$ cat config.mk
export PLATFORM = sky130hd
export DESIGN_NAME = axi_lite_regfile
export DESIGN_NICKNAME = d
export VERILOG_FILES = /design/src/rtl/axi_lite_regfile.sv
export SDC_FILE = /design/constraint.sdc
export NUM_CORES = 1
export LEC_CHECK = 0
export CORE_AREA = 2 2 178 180
export CTS_CLUSTER_DIAMETER = 200
export DETAILED_ROUTE_END_ITERATION = 12
export DIE_AREA = 0 0 180 182
export HOLD_SLACK_MARGIN = 0.05
export PLACE_DENSITY = 0.81
export SKIP_LAST_GASP = 1
export SLEW_MARGIN = 20
export SYNTH_ARGS = -nofsm -noshare
export SYNTH_HDL_FRONTEND = slang
export SYNTH_SLANG_ARGS = --single-unit
export TNS_END_PERCENT = 10
$ cat constraint.sdc
create_clock -name axi_aclk -period 2.4 [get_ports axi_aclk]
set_input_delay 0.48 -clock axi_aclk [delete_from_list [all_inputs] [get_ports axi_aclk]]
set_output_delay 0.48 -clock axi_aclk [all_outputs]
set_load 0.03 [all_outputs]
$ cat src/rtl/axi_lite_regfile.sv
// axi_lite_regfile: AXI4-Lite slave register file with byte-strobed writes
// and a parallel snapshot of all registers for control logic.
//
// Optional feature macro: AXIL_SLVERR_EN
//   defined   -> out-of-range reads/writes answer SLVERR (2'b10)
//   undefined -> every response is OKAY (2'b00)
//
// Read FSM
//   state  | meaning
//   R_RST  | first cycle out of reset, arready held low
//   R_IDLE | arready=1, waiting for an AR handshake
//   R_DATA | rvalid=1, rdata/rresp held until rready
//
// Write FSM
//   state  | meaning
//   W_RST  | first cycle out of reset, awready/wready held low
//   W_IDLE | collecting AW and W in any order; commit once both are present
//   W_RESP | bvalid=1, bresp held until bready
module axi_lite_regfile #(
  parameter int DATA_W   = 32,
  parameter int ADDR_W   = 6,
  parameter int NUM_REGS = 8
) (
  input  logic                         axi_aclk,
  input  logic                         axi_aresetn,
  input  logic [ADDR_W-1:0]            axi_awaddr,
  input  logic                         axi_awvalid,
  output logic                         axi_awready,
  input  logic [DATA_W-1:0]            axi_wdata,
  input  logic [DATA_W/8-1:0]          axi_wstrb,
  input  logic                         axi_wvalid,
  output logic                         axi_wready,
  output logic [1:0]                   axi_bresp,
  output logic                         axi_bvalid,
  input  logic                         axi_bready,
  input  logic [ADDR_W-1:0]            axi_araddr,
  input  logic                         axi_arvalid,
  output logic                         axi_arready,
  output logic [DATA_W-1:0]            axi_rdata,
  output logic [1:0]                   axi_rresp,
  output logic                         axi_rvalid,
  input  logic                         axi_rready,
  output logic [NUM_REGS*DATA_W-1:0]   regs_out
);

  localparam int IDX_W  = ADDR_W - 2;
  localparam int STRB_W = DATA_W / 8;
  localparam logic [1:0] RESP_OKAY   = 2'b00;
  localparam logic [1:0] RESP_SLVERR = 2'b10;

  typedef enum logic [1:0] {R_RST, R_IDLE, R_DATA} r_state_t;
  typedef enum logic [1:0] {W_RST, W_IDLE, W_RESP} w_state_t;

  r_state_t r_state, r_next;
  w_state_t w_state, w_next;

  logic [DATA_W-1:0] regs [NUM_REGS];

  logic              aw_held, w_held;
  logic [IDX_W-1:0]  aw_idx_q;
  logic [DATA_W-1:0] wdata_q;
  logic [STRB_W-1:0] wstrb_q;
  logic [DATA_W-1:0] rdata_q;
  logic [1:0]        rresp_q, bresp_q;

  logic              ar_hs, r_hs, aw_hs, w_hs, b_hs, commit;
  logic [IDX_W-1:0]  ar_idx, wr_idx;
  logic [DATA_W-1:0] wr_data, rd_mux;
  logic [STRB_W-1:0] wr_strb;
  logic [1:0]        rd_resp_nxt, wr_resp_nxt;

  // The low address bits only select a byte lane inside a register.
  logic unused_addr_lsbs;
  assign unused_addr_lsbs = ^{axi_awaddr[1:0], axi_araddr[1:0]};

  assign axi_arready = (r_state == R_IDLE);
  assign axi_rvalid  = (r_state == R_DATA);
  assign axi_awready = (w_state == W_IDLE) && !aw_held;
  assign axi_wready  = (w_state == W_IDLE) && !w_held;
  assign axi_bvalid  = (w_state == W_RESP);
  assign axi_rdata   = rdata_q;
  assign axi_rresp   = rresp_q;
  assign axi_bresp   = bresp_q;

  assign ar_hs  = axi_arvalid && axi_arready;
  assign r_hs   = axi_rvalid  && axi_rready;
  assign aw_hs  = axi_awvalid && axi_awready;
  assign w_hs   = axi_wvalid  && axi_wready;
  assign b_hs   = axi_bvalid  && axi_bready;
  assign commit = (w_state == W_IDLE) && (aw_held || aw_hs) && (w_held || w_hs);

  // A channel captured on an earlier edge wins over the live bus value.
  assign ar_idx  = axi_araddr[ADDR_W-1:2];
  assign wr_idx  = aw_held ? aw_idx_q : axi_awaddr[ADDR_W-1:2];
  assign wr_data = w_held  ? wdata_q  : axi_wdata;
  assign wr_strb = w_held  ? wstrb_q  : axi_wstrb;

`ifdef AXIL_SLVERR_EN
  assign rd_resp_nxt = (32'(ar_idx) < 32'(NUM_REGS)) ? RESP_OKAY : RESP_SLVERR;
  assign wr_resp_nxt = (32'(wr_idx) < 32'(NUM_REGS)) ? RESP_OKAY : RESP_SLVERR;
`else
  assign rd_resp_nxt = RESP_OKAY;
  assign wr_resp_nxt = RESP_OKAY;
`endif

  // Read mux; an index with no matching register falls through to zero.
  always_comb begin
    rd_mux = '0;
    for (int i = 0; i < NUM_REGS; i++) begin
      if (ar_idx == IDX_W'(i)) rd_mux = regs[i];
    end
  end

  // State registers for both channel FSMs.
  always_ff @(posedge axi_aclk or negedge axi_aresetn) begin
    if (!axi_aresetn) begin
      r_state <= R_RST;
      w_state <= W_RST;
    end else begin
      r_state <= r_next;
      w_state <= w_next;
    end
  end

  // Read FSM next state.
  always_comb begin
    r_next = r_state;
    case (r_state)
      R_RST:   r_next = R_IDLE;
      R_IDLE:  if (ar_hs) r_next = R_DATA;
      R_DATA:  if (r_hs)  r_next = R_IDLE;
      default: r_next = R_IDLE;
    endcase
  end

  // Write FSM next state.
  always_comb begin
    w_next = w_state;
    case (w_state)
      W_RST:   w_next = W_IDLE;
      W_IDLE:  if (commit) w_next = W_RESP;
      W_RESP:  if (b_hs)   w_next = W_IDLE;
      default: w_next = W_IDLE;
    endcase
  end

  // Channel capture, read data/response and write response registers.
  always_ff @(posedge axi_aclk or negedge axi_aresetn) begin
    if (!axi_aresetn) begin
      aw_held  <= 1'b0;
      w_held   <= 1'b0;
      aw_idx_q <= '0;
      wdata_q  <= '0;
      wstrb_q  <= '0;
      rdata_q  <= '0;
      rresp_q  <= RESP_OKAY;
      bresp_q  <= RESP_OKAY;
    end else begin
      if (ar_hs) begin
        rdata_q <= rd_mux;
        rresp_q <= rd_resp_nxt;
      end
      if (commit) begin
        aw_held <= 1'b0;
        w_held  <= 1'b0;
        bresp_q <= wr_resp_nxt;
      end else begin
        if (aw_hs) begin
          aw_held  <= 1'b1;
          aw_idx_q <= axi_awaddr[ADDR_W-1:2];
        end
        if (w_hs) begin
          w_held  <= 1'b1;
          wdata_q <= axi_wdata;
          wstrb_q <= axi_wstrb;
        end
      end
    end
  end

  // Register storage; out-of-range indices match no register and are dropped.
  always_ff @(posedge axi_aclk or negedge axi_aresetn) begin
    if (!axi_aresetn) begin
      for (int i = 0; i < NUM_REGS; i++) regs[i] <= '0;
    end else if (commit) begin
      for (int i = 0; i < NUM_REGS; i++) begin
        for (int b = 0; b < STRB_W; b++) begin
          if (wr_idx == IDX_W'(i) && wr_strb[b]) regs[i][b*8 +: 8] <= wr_data[b*8 +: 8];
        end
      end
    end
  end

  for (genvar g = 0; g < NUM_REGS; g++) begin : g_regs_out
    assign regs_out[g*DATA_W +: DATA_W] = regs[g];
  end

endmodule

==> report_table.html <==
<table>
<tr><th>Metric</th><th>Value</th></tr>
<tr><th colspan="2">Status</th></tr>
<tr><td>Result of the run</td><td>completed</td></tr>
<tr><th colspan="2">Setup path</th></tr>
<tr><td>Worst Path Required</td><td>2.80 ns</td></tr>
<tr><td>Startpoint Class</td><td>flip-flop</td></tr>
<tr><td>Reg-to-reg endpoint</td><td>regs_out[167]$_DFFE_PN0P_</td></tr>
<tr><td>Worst setup EP type</td><td>flip-flop</td></tr>
<tr><td>Critical register-to-register path startpoint</td><td>aw_held$_DFFE_PN0P_</td></tr>
<tr><td>Crit path arrival time</td><td>2.72 ns</td></tr>
<tr><td>Cell chain of the critical path</td><td>or3b_1, a2111oi_4, buf_4, nand3b_2, mux2_2</td></tr>
<tr><td>Crit-path max cell delay</td><td>0.48 ns</td></tr>
<tr><td>Logic depth of the worst register-to-register path</td><td>5</td></tr>
<tr><td>Critical path's slowest cell</td><td>dfrtp_1</td></tr>
<tr><td>Worst setup path category</td><td>reg -&gt; reg</td></tr>
<tr><td>Reg2Reg Setup Slack</td><td>0.08 ns</td></tr>
<tr><td>Biggest fanout along the worst timing path</td><td>13</td></tr>
<tr><td>Critical Path Start</td><td>aw_held$_DFFE_PN0P_</td></tr>
<tr><th colspan="2">Detailed routing</th></tr>
<tr><td>DRT Pass-1 Iters</td><td>6</td></tr>
<tr><td>Detail Route Antenna Nets</td><td>0</td></tr>
<tr><td>Avg Vias per Cell</td><td>6.074</td></tr>
<tr><td>Remaining routing DRC violations</td><td>0</td></tr>
<tr><td>DR WL/cell</td><td>25.01 um</td></tr>
<tr><td>DRC marker count from the first detailed-route iteration</td><td>911</td></tr>
<tr><td>Total via count in the routed design</td><td>12,630</td></tr>
<tr><td>Detailed Route WL</td><td>52.00 mm</td></tr>
<tr><th colspan="2">Finish</th></tr>
<tr><td>Multi-input gate area in the final layout</td><td>6775 um^2</td></tr>
<tr><td>Most common cell after layout, fill and taps aside</td><td>clkdlybuf4s50_1</td></tr>
<tr><td>Post-layout nets</td><td>1,702</td></tr>
<tr><td>Final Non-Filler Cells</td><td>2,079</td></tr>
<tr><td>Most frequent cells in the layout</td><td>337 x clkdlybuf4s50_1, 333 x dfrtp_1, 328 x mux2_2</td></tr>
<tr><td>Area taken by flip-flops and latches</td><td>8359 um^2</td></tr>
<tr><td>Number of inserted filler cells in the final layout</td><td>2,171</td></tr>
<tr><td>Proportion of layout cells with a drive suffix above 1</td><td>30.33%</td></tr>
<tr><td>Area delta synth-&gt;final</td><td>38.78%</td></tr>
<tr><td>Finished Cell Area</td><td>21,500 um^2</td></tr>
<tr><th colspan="2">Floorplan</th></tr>
<tr><td># rows</td><td>65</td></tr>
<tr><td>Vertical die dimension</td><td>182 um</td></tr>
<tr><td>Area of the die</td><td>32,760 um^2</td></tr>
<tr><td>IO Pins</td><td>352</td></tr>
<tr><td>Die Span X</td><td>180 um</td></tr>
<tr><td>Placeable core region</td><td>30,990 um^2</td></tr>
<tr><td>Initial standard-cell utilization of the core</td><td>50.01%</td></tr>
<tr><th colspan="2">Global routing</th></tr>
<tr><td>Initial antenna violation count</td><td>2</td></tr>
<tr><td>Maximum number of pins on one net before global-route repair</td><td>68</td></tr>
<tr><td>GRT Overall Usage</td><td>31.18%</td></tr>
<tr><td>Total gr overflow</td><td>0</td></tr>
<tr><td>Wire length of the first global-routing pass</td><td>77.93 mm</td></tr>
<tr><td>Via count of the first global-routing pass</td><td>12,840</td></tr>
<tr><th colspan="2">Clock network</th></tr>
<tr><td>Total clock buffers created by CTS</td><td>37</td></tr>
<tr><td>CTS clk-pin slew, worst paths</td><td>0.06 ns</td></tr>
<tr><td>Insertion delay of the later-clocked pin in the worst-skew pair</td><td>0.54 ns</td></tr>
<tr><td>Clock tree from TritonCTS</td><td>yes</td></tr>
<tr><td>Clk Tree Root Cell</td><td>clkbuf_16</td></tr>
<tr><td>Count of H-tree levels built during CTS</td><td>2</td></tr>
<tr><td>Maximum root-to-sink buffer count</td><td>3</td></tr>
<tr><td>Sink count of the clock tree</td><td>334</td></tr>
<tr><th colspan="2">Power and ir drop</th></tr>
<tr><td>Total power draw</td><td>29,320 uW</td></tr>
<tr><td>Power density over cell area</td><td>1364 nW/um^2</td></tr>
<tr><td>Largest voltage drop on the vdd net</td><td>843.8 uV</td></tr>
<tr><td>Leakage power</td><td>0.009484 uW</td></tr>
<tr><th colspan="2">STA</th></tr>
<tr><td>Max-slew violation count</td><td>0</td></tr>
<tr><td>Setup violation total in the final timing report</td><td>0</td></tr>
<tr><td>Tightest slew margin relative to the limit</td><td>37.74%</td></tr>
<tr><td>Fin Clk Skew</td><td>0.02510 ns</td></tr>
<tr><td>Final critical path time including I/O delays and setup</td><td>2.318 ns</td></tr>
<tr><td>Least setup slack across all paths after layout</td><td>0.08189 ns</td></tr>
<tr><td>RSZ-0062 raised after global routing</td><td>no</td></tr>
<tr><td>Highest attainable clock frequency</td><td>431.4 MHz</td></tr>
<tr><td>Share of the cycle needed by the critical path after routing</td><td>96.59%</td></tr>
<tr><td>Final-report hold violation count</td><td>0</td></tr>
<tr><td>Setup TNS</td><td>0 ns</td></tr>
<tr><td>Transition time at the pin with the least slew margin</td><td>0.9304 ns</td></tr>
<tr><th colspan="2">Synth</th></tr>
<tr><td>Async set or reset register ratio after synthesis</td><td>100.0%</td></tr>
<tr><td>FF+latch count, synth</td><td>334</td></tr>
<tr><td>Sequential fraction of the synthesis area</td><td>53.94%</td></tr>
<tr><td>Number of distinct library cells after synthesis</td><td>43</td></tr>
<tr><td>Gate count after technology mapping</td><td>1,253</td></tr>
<tr><td>Most used DFF post-synth</td><td>dfrtp_1</td></tr>
<tr><td>Number of warning messages in the yosys log</td><td>0</td></tr>
<tr><td>Number of flops mapped to enable cells by yosys</td><td>0</td></tr>
<tr><td>Cell area after technology mapping</td><td>15,490 um^2</td></tr>
<tr><td>Syn Area/Cell</td><td>12.37 um^2</td></tr>
<tr><th colspan="2">Placement</th></tr>
<tr><td>Worst setup slack before clock tree synthesis</td><td>-0.3837 ns</td></tr>
<tr><td>Placed Instances</td><td>2,009</td></tr>
<tr><td>Count of input and output buffers</td><td>343</td></tr>
<tr><td>Weighted congestion at the end of routability-driven global placement</td><td>0.8571</td></tr>
<tr><td>Total placed instance area</td><td>20,220 um^2</td></tr>
<tr><td>Dpl hpwl</td><td>35.23 mm</td></tr>
<tr><th colspan="2">Flow run</th></tr>
<tr><td>Max-cap check violation count</td><td>0</td></tr>
<tr><th colspan="2">Hold path</th></tr>
<tr><td>Classification of the worst-slack hold path</td><td>in -&gt; async</td></tr>
</table>
## logic make-up after synthesis
| logic type | count (synthesis) | synth area share, % |
|---|---|---|
| muxes | 347 | 25.55 |
| DFF | 334 | 53.94 |
| AOI/OAI and AO/OA | 302 | 12.40 |
| and+or+nand+nor | 169 | 5.515 |
| buffers and inverters | 100 | 2.576 |
| other | 1 | 0.02420 |
## worst max-delay path, delay by kind of cell (launching register included)
kind,cells,cell delay (ns)
buffers and inverters,1,0.22
AO/OA/AOI/OAI,1,0.41
flip-flops,1,0.48
multiplexers,1,0.36
AND/OR/NAND/NOR,2,0.73
## repair_timing
| item | CTS | global route |
|---|---|---|
| hold buffers | 1 | 0 |
| setup buffers | 0 | 0 |
| gates resized for setup | 1 | 2 |
| endpoints found under the setup margin | 2 | 257 |
| hold endpoints to repair | 41 | 0 |
## Yosys cell counts (all sizes together) (4+ instances only)
master,count,area [um^2]
a21boi,26,195.2
mux2,328,3694
o41ai,4,35.03
o21ai,123,615.6
nor4,4,25.02
or3,10,62.56
o21a,23,172.7
nand2,68,275.3
nor2,36,135.1
dfrtp,334,8358
or3b,5,43.79
a211oi,4,30.03
inv,30,112.6
buf,14,75.07
nand3b,12,105.1
a31oi,8,50.05
clkbuf,56,211.5
nor2b,12,75.07
a2111oi,4,67.57
o32a,23,230.2
a21oi,53,265.3
nand2b,4,25.02
mux2i,13,130.1
nor3,10,50.05
mux4,6,135.1
a22oi,26,195.2
## cell type report
cell class | instances | area share (%)
well taps | 402 | 2.339
flip-flops and latches | 334 | 38.87
inverters | 30 | 0.5237
clock inverters | 18 | 1.071
diodes | 2 | 0.02327
multi-input cells | 822 | 31.51
repair buffers | 422 | 20.87
clock buffers | 49 | 4.794
## sequential cells by signal, summed over array words and instances, names as in the netlist
name / flops
wstrb_q: 4
wdata_q: 32
w_state: 2
aw_held: 1
regs_out: 256
aw_idx_q: 4
w_held: 1
axi_rdata: 32
r_state: 2
## worst max-delay path by stage
| stage | to | slack [ns] | cells after the start |
|---|---|---|---|
| after global placement | regs_out[162]$_DFFE_PN0P_ | -0.38 | 6 |
| after detailed placement | regs_out[160]$_DFFE_PN0P_ | -0.38 | 6 |
| after global routing | regs_out[164]$_DFFE_PN0P_ | 0.02 | 5 |
| final | regs_out[167]$_DFFE_PN0P_ | 0.08 | 5 |
| after CTS | axi_awready | -0.07 | 3 |
| after floorplan | regs_out[184]$_DFFE_PN0P_ | 0.14 | 4 |
## metrics by stage
step | hold WS (ns) | util [%]
after floorplan | 0.1844 | -
after global placement | 0.4168 | 65.27
after detailed placement | 0.4197 | 65.27
after CTS | 0.4503 | 69.37
after global routing | 0.4670 | 69.39
final | 0.4735 | 69.40
## report_power, final
group          leakage, uW  internal (uW)  switching, uW
clock network     0.000624           3490           2380
logic              0.00450           6000           7550
registers          0.00436           7950           1950
## routing by layer
metal / vias up / wire [um] / global-route usage (%)
met4: 0 / 1972 / 12.00
met5: - / 0 / 0
met2: 708 / 24920 / 52.09
met3: 139 / 4835 / 7.000
met1: 6400 / 20270 / 39.73
li1: 5381 / - / -
(Power assumes the default switching activity.)
